## src/rtl/multi_cycle_ctrl.sv

```systemverilog
// Multi-cycle main control FSM: sequences fetch/decode/exec/mem/wb and emits alu_op/func_op for the ALU decoder.
// Latency R/I=4, LOAD=5, STORE=4, BRANCH/JAL=3 cycles; FETCH and MEM stall while mem_ready is low.
module multi_cycle_ctrl (
    input  logic        clk,
    input  logic        rst_n,
    input  logic [31:0] instr,
    input  logic        mem_ready,
    input  logic        alu_zero,
    output logic [1:0]  alu_op,
    output logic [3:0]  func_op,
    output logic        alu_src_b,
    output logic        mem_req,
    output logic        mem_we,
    output logic        iord,
    output logic        ir_we,
    output logic        pc_we,
    output logic [1:0]  pc_sel,
    output logic        reg_we,
    output logic [1:0]  wb_sel,
    output logic [2:0]  state,
    output logic        illegal,
    output logic [31:0] instret
);

    typedef enum logic [2:0] {
        S_FETCH  = 3'd0,
        S_DECODE = 3'd1,
        S_EXEC   = 3'd2,
        S_MEM    = 3'd3,
        S_WB     = 3'd4,
        S_TRAP   = 3'd5
    } state_e;

    typedef enum logic [2:0] {
        C_NONE, C_R, C_I, C_LOAD, C_STORE, C_BRANCH, C_JAL
    } class_e;

    localparam logic [1:0] OP_LSJ = 2'b00;
    localparam logic [1:0] OP_B   = 2'b01;
    localparam logic [1:0] OP_R   = 2'b10;
    localparam logic [1:0] OP_I   = 2'b11;

    state_e      state_q, state_d;
    class_e      class_q, class_d;
    logic [3:0]  func_op_q, func_op_d;
    logic        br_ne_q, br_ne_d;
    logic [31:0] instret_q, instret_d;
    logic        retire;

    logic [1:0]  alu_op_c, pc_sel_c, wb_sel_c;
    logic [3:0]  func_op_c;
    logic        alu_src_b_c, mem_req_c, mem_we_c, iord_c, ir_we_c, pc_we_c, reg_we_c, illegal_c;

    // Only opcode, funct3 and instr[30] steer control.
    logic unused_instr;
    assign unused_instr = ^{instr[31], instr[29:15], instr[11:7]};

    always_ff @(posedge clk or negedge rst_n) begin
        if (!rst_n) begin
            state_q   <= S_FETCH;
            class_q   <= C_NONE;
            func_op_q <= 4'b0;
            br_ne_q   <= 1'b0;
            instret_q <= 32'd0;
        end else begin
            state_q   <= state_d;
            class_q   <= class_d;
            func_op_q <= func_op_d;
            br_ne_q   <= br_ne_d;
            instret_q <= instret_d;
        end
    end

    always_comb begin
        state_d     = state_q;
        class_d     = class_q;
        func_op_d   = func_op_q;
        br_ne_d     = br_ne_q;
        retire      = 1'b0;
        alu_op_c    = OP_LSJ;
        func_op_c   = 4'b0;
        alu_src_b_c = 1'b0;
        mem_req_c   = 1'b0;
        mem_we_c    = 1'b0;
        iord_c      = 1'b0;
        ir_we_c     = 1'b0;
        pc_we_c     = 1'b0;
        pc_sel_c    = 2'b00;
        reg_we_c    = 1'b0;
        wb_sel_c    = 2'b00;
        illegal_c   = 1'b0;

        case (state_q)
            S_FETCH: begin
                mem_req_c = 1'b1;
                if (mem_ready) begin
                    ir_we_c = 1'b1;
                    pc_we_c = 1'b1;
                    state_d = S_DECODE;
                end
            end
            S_DECODE: begin
                func_op_d = 4'b0;
                br_ne_d   = 1'b0;
                case (instr[6:0])
                    7'b0110011: begin
                        class_d   = C_R;
                        func_op_d = {instr[30], instr[14:12]};
                    end
                    7'b0010011: begin
                        class_d   = C_I;
                        func_op_d = {1'b0, instr[14:12]};
                    end
                    7'b0000011: class_d = C_LOAD;
                    7'b0100011: class_d = C_STORE;
                    7'b1100011: begin
                        // Only beq/bne are supported; other funct3 values trap.
                        class_d = (instr[14:13] == 2'b00) ? C_BRANCH : C_NONE;
                        br_ne_d = instr[12];
                    end
                    7'b1101111: class_d = C_JAL;
                    default:    class_d = C_NONE;
                endcase
                state_d = (class_d == C_NONE) ? S_TRAP : S_EXEC;
            end
            S_EXEC: begin
                func_op_c = func_op_q;
                case (class_q)
                    C_R: begin
                        alu_op_c = OP_R;
                        state_d  = S_WB;
                    end
                    C_I: begin
                        alu_op_c    = OP_I;
                        alu_src_b_c = 1'b1;
                        state_d     = S_WB;
                    end
                    C_LOAD, C_STORE: begin
                        alu_op_c    = OP_LSJ;
                        alu_src_b_c = 1'b1;
                        state_d     = S_MEM;
                    end
                    C_BRANCH: begin
                        alu_op_c = OP_B;
                        pc_sel_c = 2'b01;
                        pc_we_c  = br_ne_q ? !alu_zero : alu_zero;
                        retire   = 1'b1;
                        state_d  = S_FETCH;
                    end
                    C_JAL: begin
                        pc_we_c  = 1'b1;
                        pc_sel_c = 2'b10;
                        reg_we_c = 1'b1;
                        wb_sel_c = 2'b10;
                        retire   = 1'b1;
                        state_d  = S_FETCH;
                    end
                    default: state_d = S_FETCH;
                endcase
            end
            S_MEM: begin
                mem_req_c   = 1'b1;
                iord_c      = 1'b1;
                alu_op_c    = OP_LSJ;
                alu_src_b_c = 1'b1;
                func_op_c   = func_op_q;
                mem_we_c    = (class_q == C_STORE);
                if (mem_ready) begin
                    if (class_q == C_STORE) begin
                        retire  = 1'b1;
                        state_d = S_FETCH;
                    end else begin
                        state_d = S_WB;
                    end
                end
            end
            S_WB: begin
                reg_we_c = 1'b1;
                wb_sel_c = (class_q == C_LOAD) ? 2'b01 : 2'b00;
                retire   = 1'b1;
                state_d  = S_FETCH;
            end
            S_TRAP: illegal_c = 1'b1;
            default: state_d = S_FETCH;
        endcase

        instret_d = retire ? instret_q + 32'd1 : instret_q;
    end

    // Control outputs are held low for as long as reset is asserted.
    always_comb begin
        alu_op    = rst_n ? alu_op_c  : 2'b0;
        func_op   = rst_n ? func_op_c : 4'b0;
        alu_src_b = rst_n & alu_src_b_c;
        mem_req   = rst_n & mem_req_c;
        mem_we    = rst_n & mem_we_c;
        iord      = rst_n & iord_c;
        ir_we     = rst_n & ir_we_c;
        pc_we     = rst_n & pc_we_c;
        pc_sel    = rst_n ? pc_sel_c : 2'b0;
        reg_we    = rst_n & reg_we_c;
        wb_sel    = rst_n ? wb_sel_c : 2'b0;
        illegal   = rst_n & illegal_c;
        state     = state_q;
        instret   = instret_q;
    end

endmodule

```

## config.mk

```make
export PLATFORM = sky130hd
export DESIGN_NAME = multi_cycle_ctrl
export DESIGN_NICKNAME = d
export VERILOG_FILES = /design/src/rtl/multi_cycle_ctrl.sv
export SDC_FILE = /design/constraint.sdc
export NUM_CORES = 1
export LEC_CHECK = 0
export BUFFER_PORTS_ARGS = -buffer_cell sky130_fd_sc_hd__buf_4
export CAP_MARGIN = 25
export CORE_UTILIZATION = 50
export DETAILED_ROUTE_END_ITERATION = 16
export GPL_TIMING_DRIVEN = 0
export PLACE_DENSITY = 0.8
export SYNTH_ARGS = -nofsm -noshare
export SYNTH_HDL_FRONTEND = slang
export SYNTH_SLANG_ARGS = --single-unit
```

## constraint.sdc

```tcl
create_clock -name clk -period 2.5 [get_ports clk]
set_input_delay 0.5 -clock clk [delete_from_list [all_inputs] [get_ports clk]]
set_output_delay 0.5 -clock clk [all_outputs]
set_load 0.02 [all_outputs]
```

=== Word level (Yosys, flattened, before mapping) ===
Index checks and enable logic that the tools add are counted.

* $add $sub $neg: 1
* Eq/ne operators: 19
* Mux-type cells: 40
* Bitwise operators: 9
* Reduce and logical (&&, ||, !) cells: 11

{| class="wikitable"
|+ Operators by type and width
! cell !! count
|-
| 32-bit by 1-bit adder with 32-bit output (second input constant) || 1
|-
| 3-bit two-way mux || 6
|-
| 3-bit case mux with 6 select lines || 1
|-
| 3-bit equality test (second input constant) || 5
|-
| 3-bit case mux with 5 select lines || 1
|-
| 7-bit by 6-bit equality test with 1-bit output (second input constant) || 2
|-
| 7-bit equality test (second input constant) || 2
|-
| 1-bit two-way mux || 14
|-
| 3-bit by 2-bit equality test with 1-bit output (second input constant) || 4
|-
| 2-bit two-way mux || 6
|-
| 2-bit OR reduction || 5
|-
| 1-bit AND || 8
|-
| 4-bit two-way mux || 2
|-
| 1-bit case mux with 2 select lines || 4
|-
| 2-bit case mux with 2 select lines || 2
|-
| 4-bit case mux with 2 select lines || 1
|-
| 7-bit by 2-bit equality test with 1-bit output (second input constant) || 1
|-
| 7-bit by 5-bit equality test with 1-bit output (second input constant) || 1
|-
| 3-bit by 1-bit equality test with 1-bit output (second input constant) || 2
|-
| 3-bit zero test || 2
|-
| 2-bit case mux with 3 select lines || 1
|-
| 3-bit case mux with 2 select lines || 1
|-
| 2-bit != test (second input constant) || 2
|-
| 1-bit case mux with 3 select lines || 1
|-
| other kinds (5) || 5
|}

* Flip-flop bits (word level): 43
* Bits of input ports: 36

=== Longest topological paths before layout ===
Gate-level depths: netlist of run 1.

* Depth after elaboration: 7
* Mapped depth: 8
* Gate-level depth less buffers: 6

=== Worst setup path after synthesis of run 1 ===
Ideal clock, no wire load.

* Path type: flip-flop to output port
* Start: register state_q[0], in the netlist state[0]
* End: output port pc_we
* Data arrival time: 1,700 ps
* Data required time: 2,000 ps
* Slack: 300 ps
* Stages on the path, launching flop included: 6
* Buffers on the path: 1
* Cell sequence: dfrtp_1 buf_1 nor2_1 nand3_1 nor2_1 a32o_1

* Longest elaborated chain between the ends: 3

{| class="wikitable"
|+ Ends and longest elaborated chain
! item !! line !! source
|-
| from (decl) || 43 || <nowiki>state_e state_q, state_d;</nowiki>
|-
| from (signal assigned) || 66 || <nowiki>state_q <= state_d;</nowiki>
|-
| 3-bit by 2-bit equality test with 1-bit output / 3-bit zero test (equally long branches) || 93 || <nowiki>case (state_q)</nowiki>
|-
| 1-bit case mux with 2 select lines * || 93 ||
|-
| 1-bit AND * || 199 || <nowiki>pc_we = rst_n & pc_we_c;</nowiki>
|-
| to (decl) || 16 || <nowiki>output logic pc_we,</nowiki>
|}

Mark *: on every way between the ends. The rest lies on a longest branch, timed or not.

=== Final worst setup path of run 1 ===
Ends and elaborated chain as after synthesis.

==> impl_metrics.csv, run 1 <==
group,metric,value,unit
routing,wl_per_cell,14.52,um
yosys,async_flop_share,100.0,%
clocking,ctsHoldBuffers,0,
global_routing,grt_max_degree,46,
yosys,ys_seq_elements,43,
timing,clock_skew,0.008547,ns
clocking,htreeDepth,2,
yosys,yosysWarnings,0,
timing,final_max_slew_viol_count,0,
floorplanning,ioPinCount,89,
floorplanning,die_w,73.03,um
timing,fmax,429.4,MHz
hold_path,min_path_type,"in2async",
yosys,synth_top_cell_by_area,"dfrtp_1",
routing,avgViaCountPerCell,5.541,
routing,dr.pass1.iters,4,
routing,routed_wl,5720,um
routing,final_antenna_net_count,0,
power,power_density,677.2,nW/um^2
timing,min_period_over_period,93.16,%
worst_setup_path,required,2.00,ns
finish,fin_nets,364,
place,numPortBuffers,67,
global_routing,grtUsageTotal,22.59,%
timing,timing.final.crit_period,2.329,ns
floorplanning,die_area,5333,um^2
routing,drc,0,
routing,drt_iter0_markers,119,
clocking,cts_buffers,5,
worst_setup_path,crit_path_top_delay_cell,"dfrtp_1",
global_routing,grt_antenna_before_repair,0,
power,total_leakage_power,1.570,nW
timing,grt_setup_unrepaired,"false",
worst_setup_path,cp_max_fo,14,
worst_setup_path,reg2reg_depth,6,
yosys,syn-cell-area,2522,um^2
worst_setup_path,crit_type,"reg2out",
worst_setup_path,crit_chain,"nor2_1 > nand3_1 > nor2_1 > a32o_1 > buf_4",
timing,worstMarginPinSlew,0.7710,ns
clocking,cts-root-buf,"clkbuf_8",
yosys,syn_area_per_cell,9.931,um^2
finish,syn_to_final_growth,27.33,%
yosys,synth_top_cell_area_share,42.66,%
run,drv_cap,0,
yosys,synth_ff_type,"dfrtp_1",
power,vdd_drop_max,653.0,uV
finish,fin_area,3212,um^2
floorplanning,rows,25,
timing,setup_viol,0,
global_routing,grt_pass1_wl,9149,um
routing,route.vias.total,2183,
yosys,synth_commonest_cells,"dfrtp_1 (43), nand2_1 (32), xor2_1 (25), nor2_1 (19), nand3_1 (16)",
finish,postLayoutCoreUtil,67.11,%
place,finalWeightedCongestion,0.8475,
global_routing,grt_pass1_vias,1955,
place,hpwl,4166,um
worst_setup_path,endpoint_kind,"primary output",
global_routing,grt.overflow.total,0,
yosys,synth_cell_types,63,
timing,fin_setup_tns,0,ns
clocking,clock_latency,0.30,ns
yosys,synth_edf_count,0,
finish,insertedDiodeCount,0,
finish,layout-drive-gt1-share,32.11,%
clocking,ctsResizeCount,1,
place,placed_area,3109,um^2
worst_setup_path,path_delay_family,"simple AND/OR/NAND/NOR gates",
timing,slew_headroom,48.21,%
clocking,post_cts_buffers,0,
worst_setup_path,crit_buf_inv,1,
clocking,clkTransAtPathRegs,0.08,ns
status,status,"finished, final reports clean",
yosys,synth_cells,254,
place,place_inst,388,
worst_setup_path,worstSetupPathDepth,5,
yosys,synthTopCellsByArea,"dfrtp_1 (43%), xor2_1 (8.7%), nand2_1 (4.8%), nand3_1 (3.2%), xnor2_1 (3.1%)",
timing,hold_violations,0,
floorplanning,start_util,52.71,%
worst_setup_path,cp_data_arrival_time,1.83,ns
yosys,yosysSeqAreaShare,42.66,%
clocking,tritoncts,"done",
finish,final_cells,394,
worst_setup_path,cp-start-kind,"flip-flop",
yosys,syn-num-nets,291,
clocking,clock-sinks,43,
timing,holdWs,0.1017,ns
yosys,yosysMostFrequentCell,"dfrtp_1",
floorplanning,die_y,73.03,um
floorplanning,coreArea,4786,um^2
worst_setup_path,crit_top_cell,"nor2_1",
worst_setup_path,max_stage_delay,0.56,ns
clocking,cts_max_path_buffers,2,
per-layer routing:
layer | wire [um] | up-vias | global-route usage, %
li1 | - | 1038 | -
met5 | 0 | - | 0
met3 | 365 | 10 | 5.110
met2 | 2654 | 73 | 34.47
met4 | 100 | 0 | 8.279
met1 | 2599 | 1062 | 31.33
layout make-up:
type	instances	area (um^2)
tap	67	83.83
sequential	43	1076
inverter	7	26.28
clock inverter	1	30.03
multi-input combinational	193	1343
fill	396	1574
clock buffer	6	72.57
buffer	10	73.82
timing repair buffer	67	506.7
sequential cells by signal, summed over array words and instances, names as in the netlist:
register and flops:
instret 32, func_op_q 4, class_q 3, state 3, br_ne_q 1
logic make-up (layout without fill, tap and decap cells):
| kind of cell | Yosys count | in the layout | share of synthesized area (%) |
|---|---|---|---|
| DFF | 43 | 43 | 42.66 |
| adders and majority gates | 1 | 1 | 0.4960 |
| muxes | 1 | 1 | 0.4464 |
| buffers and inverters | 18 | 91 | 4.117 |
| xor gates and xnor gates | 35 | 35 | 12.45 |
| and+or+nand+nor | 123 | 123 | 29.37 |
| AOI/OAI and AO/OA | 33 | 33 | 10.47 |
stage by stage:
step	power (mW)	setup WS [ns]
final	2.175	0.1711
after CTS	2.178	0.08292
after global placement	1.619	0.01569
after floorplan	1.370	0.3002
after detailed placement	1.645	0.0003773
after global routing	2.289	0.05693
report_power, final:
group	switching (mW)	internal, mW	leakage (nW)	total (mW)
logic	0.448	0.294	0.941	0.742
clock network	0.246	0.293	0.0513	0.540
registers	0.122	0.772	0.578	0.893
path summary, 6_finish.rpt:
| check | startpoint | end | slack [ns] |
|---|---|---|---|
| min | rst_n | instret[31] | 0.10 |
| max | state[0] | pc_we | 0.17 |
| min in group clk | instr[14] | func_op_q[2] | 0.46 |
| max reg2reg | instret[0] | instret[26] | 0.25 |
| min reg2reg | instret[31] | instret[31] | 0.48 |
| max in group asynchronous | rst_n | instret[2] | 2.10 |
cells in the final DEF, fill, tap and decap left out, types with 4 or more instances in the layout:
| cell type | synthesis | final |
|---|---|---|
| buf_4 | 3 | 69 |
| nor2_1 | 19 | 19 |
| dfrtp_1 | 43 | 43 |
| nand2_1 | 32 | 32 |
| and3_1 | 11 | 11 |
| xnor2_1 | 9 | 9 |
| nor3_2 | 4 | 4 |
| xor2_1 | 25 | 25 |
| nand4_1 | 5 | 5 |
| nor3b_1 | 4 | 4 |
| buf_6 | 3 | 4 |
| nand3_1 | 16 | 16 |
| o21ai_0 | 9 | 9 |
| inv_1 | 5 | 5 |
| clkbuf_8 | 0 | 5 |
| nor4_2 | 5 | 5 |
| nor3_1 | 4 | 4 |
Power figures use the tool's default switching activity.
==> inputs of run 2 (changes only) <==
--- a/config.mk
+++ b/config.mk
@@ -7,10 +7,10 @@
 export LEC_CHECK = 0
 export BUFFER_PORTS_ARGS = -buffer_cell sky130_fd_sc_hd__buf_4
 export CAP_MARGIN = 25
-export CORE_UTILIZATION = 50
+export CORE_UTILIZATION = 45
 export DETAILED_ROUTE_END_ITERATION = 16
 export GPL_TIMING_DRIVEN = 0
-export PLACE_DENSITY = 0.8
+export PLACE_DENSITY = 0.73
 export SYNTH_ARGS = -nofsm -noshare
 export SYNTH_HDL_FRONTEND = slang
 export SYNTH_SLANG_ARGS = --single-unit
==> constraint.sdc (replaced) <==
create_clock -name clk -period 2.3 [get_ports clk]
set_input_delay 0.46 -clock clk [delete_from_list [all_inputs] [get_ports clk]]
set_output_delay 0.46 -clock clk [all_outputs]
set_load 0.005 [all_outputs]
==> run 2 against run 1 <==
Clock power increased by 14%. Worst hold slack got worse by 0.038 ns. Clock-buffer cell count unchanged. Setup slack got worse by 0.017 ns. Design area increased by 0.97%. Critical path depth unchanged. Die area increased by 11%. Via count decreased by 2.1%. Sequential share of layout area decreased by 0.28 points. Register-to-register slack got worse by 0.03 ns. Global-route usage decreased by 2.6 points. Clock skew decreased by 0.0012 ns.
==> impl_metrics.csv, run 2 (synthesis results as in run 1) <==
group,metric,value,unit
status,status,"finished, final reports clean",
floorplanning,coreArea,5238,um^2
worst_setup_path,endpoint_kind,"primary output",
worst_setup_path,cp_max_fo,10,
place,numPortBuffers,67,
timing,grt_setup_unrepaired,"false",
finish,largest_reg_flops,32,
timing,fmax,466.0,MHz
timing,hold_violations,0,
run,drv_cap,0,
power,vdd_drop_max,670.7,uV
finish,final_common_cell,"buf_4",
hold_path,min_path_type,"in2async",
clocking,tritoncts,"done",
floorplanning,start_util,48.16,%
worst_setup_path,cp-start-kind,"flip-flop",
routing,drt_iter0_markers,141,
worst_setup_path,rrSetupSlack,0.22,ns
clocking,ctsHoldBuffers,0,
worst_setup_path,reg2reg_from,"instret[1]",
finish,layout-drive-gt1-share,34.15,%
finish,fin_nets,364,
worst_setup_path,crit_type,"reg2out",
worst_setup_path,r2r_end,"instret[26]",
routing,route.vias.total,2138,
routing,final_antenna_net_count,0,
timing,slew_headroom,48.81,%
finish,final_cells,398,
place,hpwl,4092,um
worst_setup_path,reg2reg_depth,6,
finish,regArea,1077,um^2
timing,worstMarginPinSlew,0.7620,ns
routing,routed_wl,5555,um
finish,insertedDiodeCount,0,
power,total_leakage_power,1.580,nW
finish,nFillCells,466,
timing,min_period_over_period,93.30,%
global_routing,grt_pass1_vias,1977,
routing,drc,0,
place,finalWeightedCongestion,0.8334,
routing,wl_per_cell,13.96,um
routing,avgViaCountPerCell,5.372,
floorplanning,die_w,76.87,um
timing,setup_viol,0,
floorplanning,rows,26,
clocking,cts_buffers,5,
global_routing,grt_pass1_wl,9390,um
clocking,clock-sinks,43,
global_routing,grt.overflow.total,0,
floorplanning,die_area,5909,um^2
finish,syn_to_final_growth,28.57,%
finish,final_cell_mix,"buf_4 (69), dfrtp_1 (42), nand2_1 (32)",
floorplanning,ioPinCount,89,
clocking,clock_latency,0.30,ns
clocking,cts_max_path_buffers,2,
power,power,2.293,mW
routing,dr.pass1.iters,4,
timing,final_max_slew_viol_count,0,
timing,clock_skew,0.007348,ns
timing,timing.final.crit_period,2.146,ns
clocking,cts-root-buf,"clkbuf_8",
worst_setup_path,required,1.84,ns
finish,multi_input_area,1353,um^2
clocking,htreeDepth,2,
global_routing,grtUsageTotal,19.97,%
global_routing,grt_max_degree,46,
global_routing,grt_antenna_before_repair,0,
floorplanning,die_y,76.87,um
power,power_density,707.0,nW/um^2
clocking,clkTransAtPathRegs,0.08,ns
worst_setup_path,cp_data_arrival_time,1.69,ns
place,place_inst,391,
## run 2: stage by stage
| stage | util (%) | worst slack (ns) | TNS, ns | hold WS (ns) | instance area (um^2) |
|---|---|---|---|---|---|
| floorplan | - | 0.3537 | 0 | 0.1644 | 2522 |
| global placement | 59.44 | -0.09343 | -0.1218 | 0.4578 | 3113 |
| detailed placement | 59.44 | -0.08056 | -0.1016 | 0.4707 | 3113 |
| CTS | 61.68 | 0.02617 | 0 | 0.07821 | 3231 |
| global route | 61.92 | 0.04215 | 0 | 0.09443 | 3243 |
| finish | 61.92 | 0.1540 | 0 | 0.06350 | 3243 |
## run 2: per-layer routing
layer | up-vias | global-route usage [%] | part of all wire (%)
met5 | - | 0 | 0
met1 | 1034 | 28.60 | 48
met3 | 8 | 3.214 | 4.3
li1 | 1038 | - | -
met2 | 58 | 30.45 | 46
met4 | 0 | 6.923 | 1.5
## run 2: what timing repair did
item / 4_1_cts / 5_1_grt
pin swaps: 0 / 1
resized for setup: 1 / 6
setup endpoints to repair: 4 / 7
buffers inserted: 0 / 0
## run 2: how the worst max path moves through the flow
stage,start,endpoint,cells after the start
finish,class_q[2],pc_we,5
global route,class_q[2],pc_we,5
CTS,rst_n,wb_sel[0],5
detailed placement,rst_n,wb_sel[0],5
global placement,rst_n,wb_sel[0],5
floorplan,instret[0],instret[26],6
## run 2: where the power goes
part / internal (mW) / switching (mW)
Combinational: 0.320 / 0.380
Sequential: 0.841 / 0.134
Clock: 0.352 / 0.267
## run 2: cell type report
| cell class | count | area share, % |
|---|---|---|
| Buffer | 10 | 2.315 |
| Clock buffer | 6 | 2.546 |
| Clock inverter | 2 | 1.080 |
| Inverter | 7 | 0.8102 |
| Multi-Input combinational cell | 193 | 41.71 |
| Sequential cell | 43 | 33.22 |
| Tap cell | 70 | 2.701 |
| Timing Repair Buffer | 67 | 15.63 |
## run 2: worst max-delay path, stage by stage (launching register included)
cell and delay (ns):
dfrtp_1 0.38, clkbuf_1 0.32, nand3b_1 0.20, o21ai_0 0.19, a32o_1 0.18, buf_4 0.11
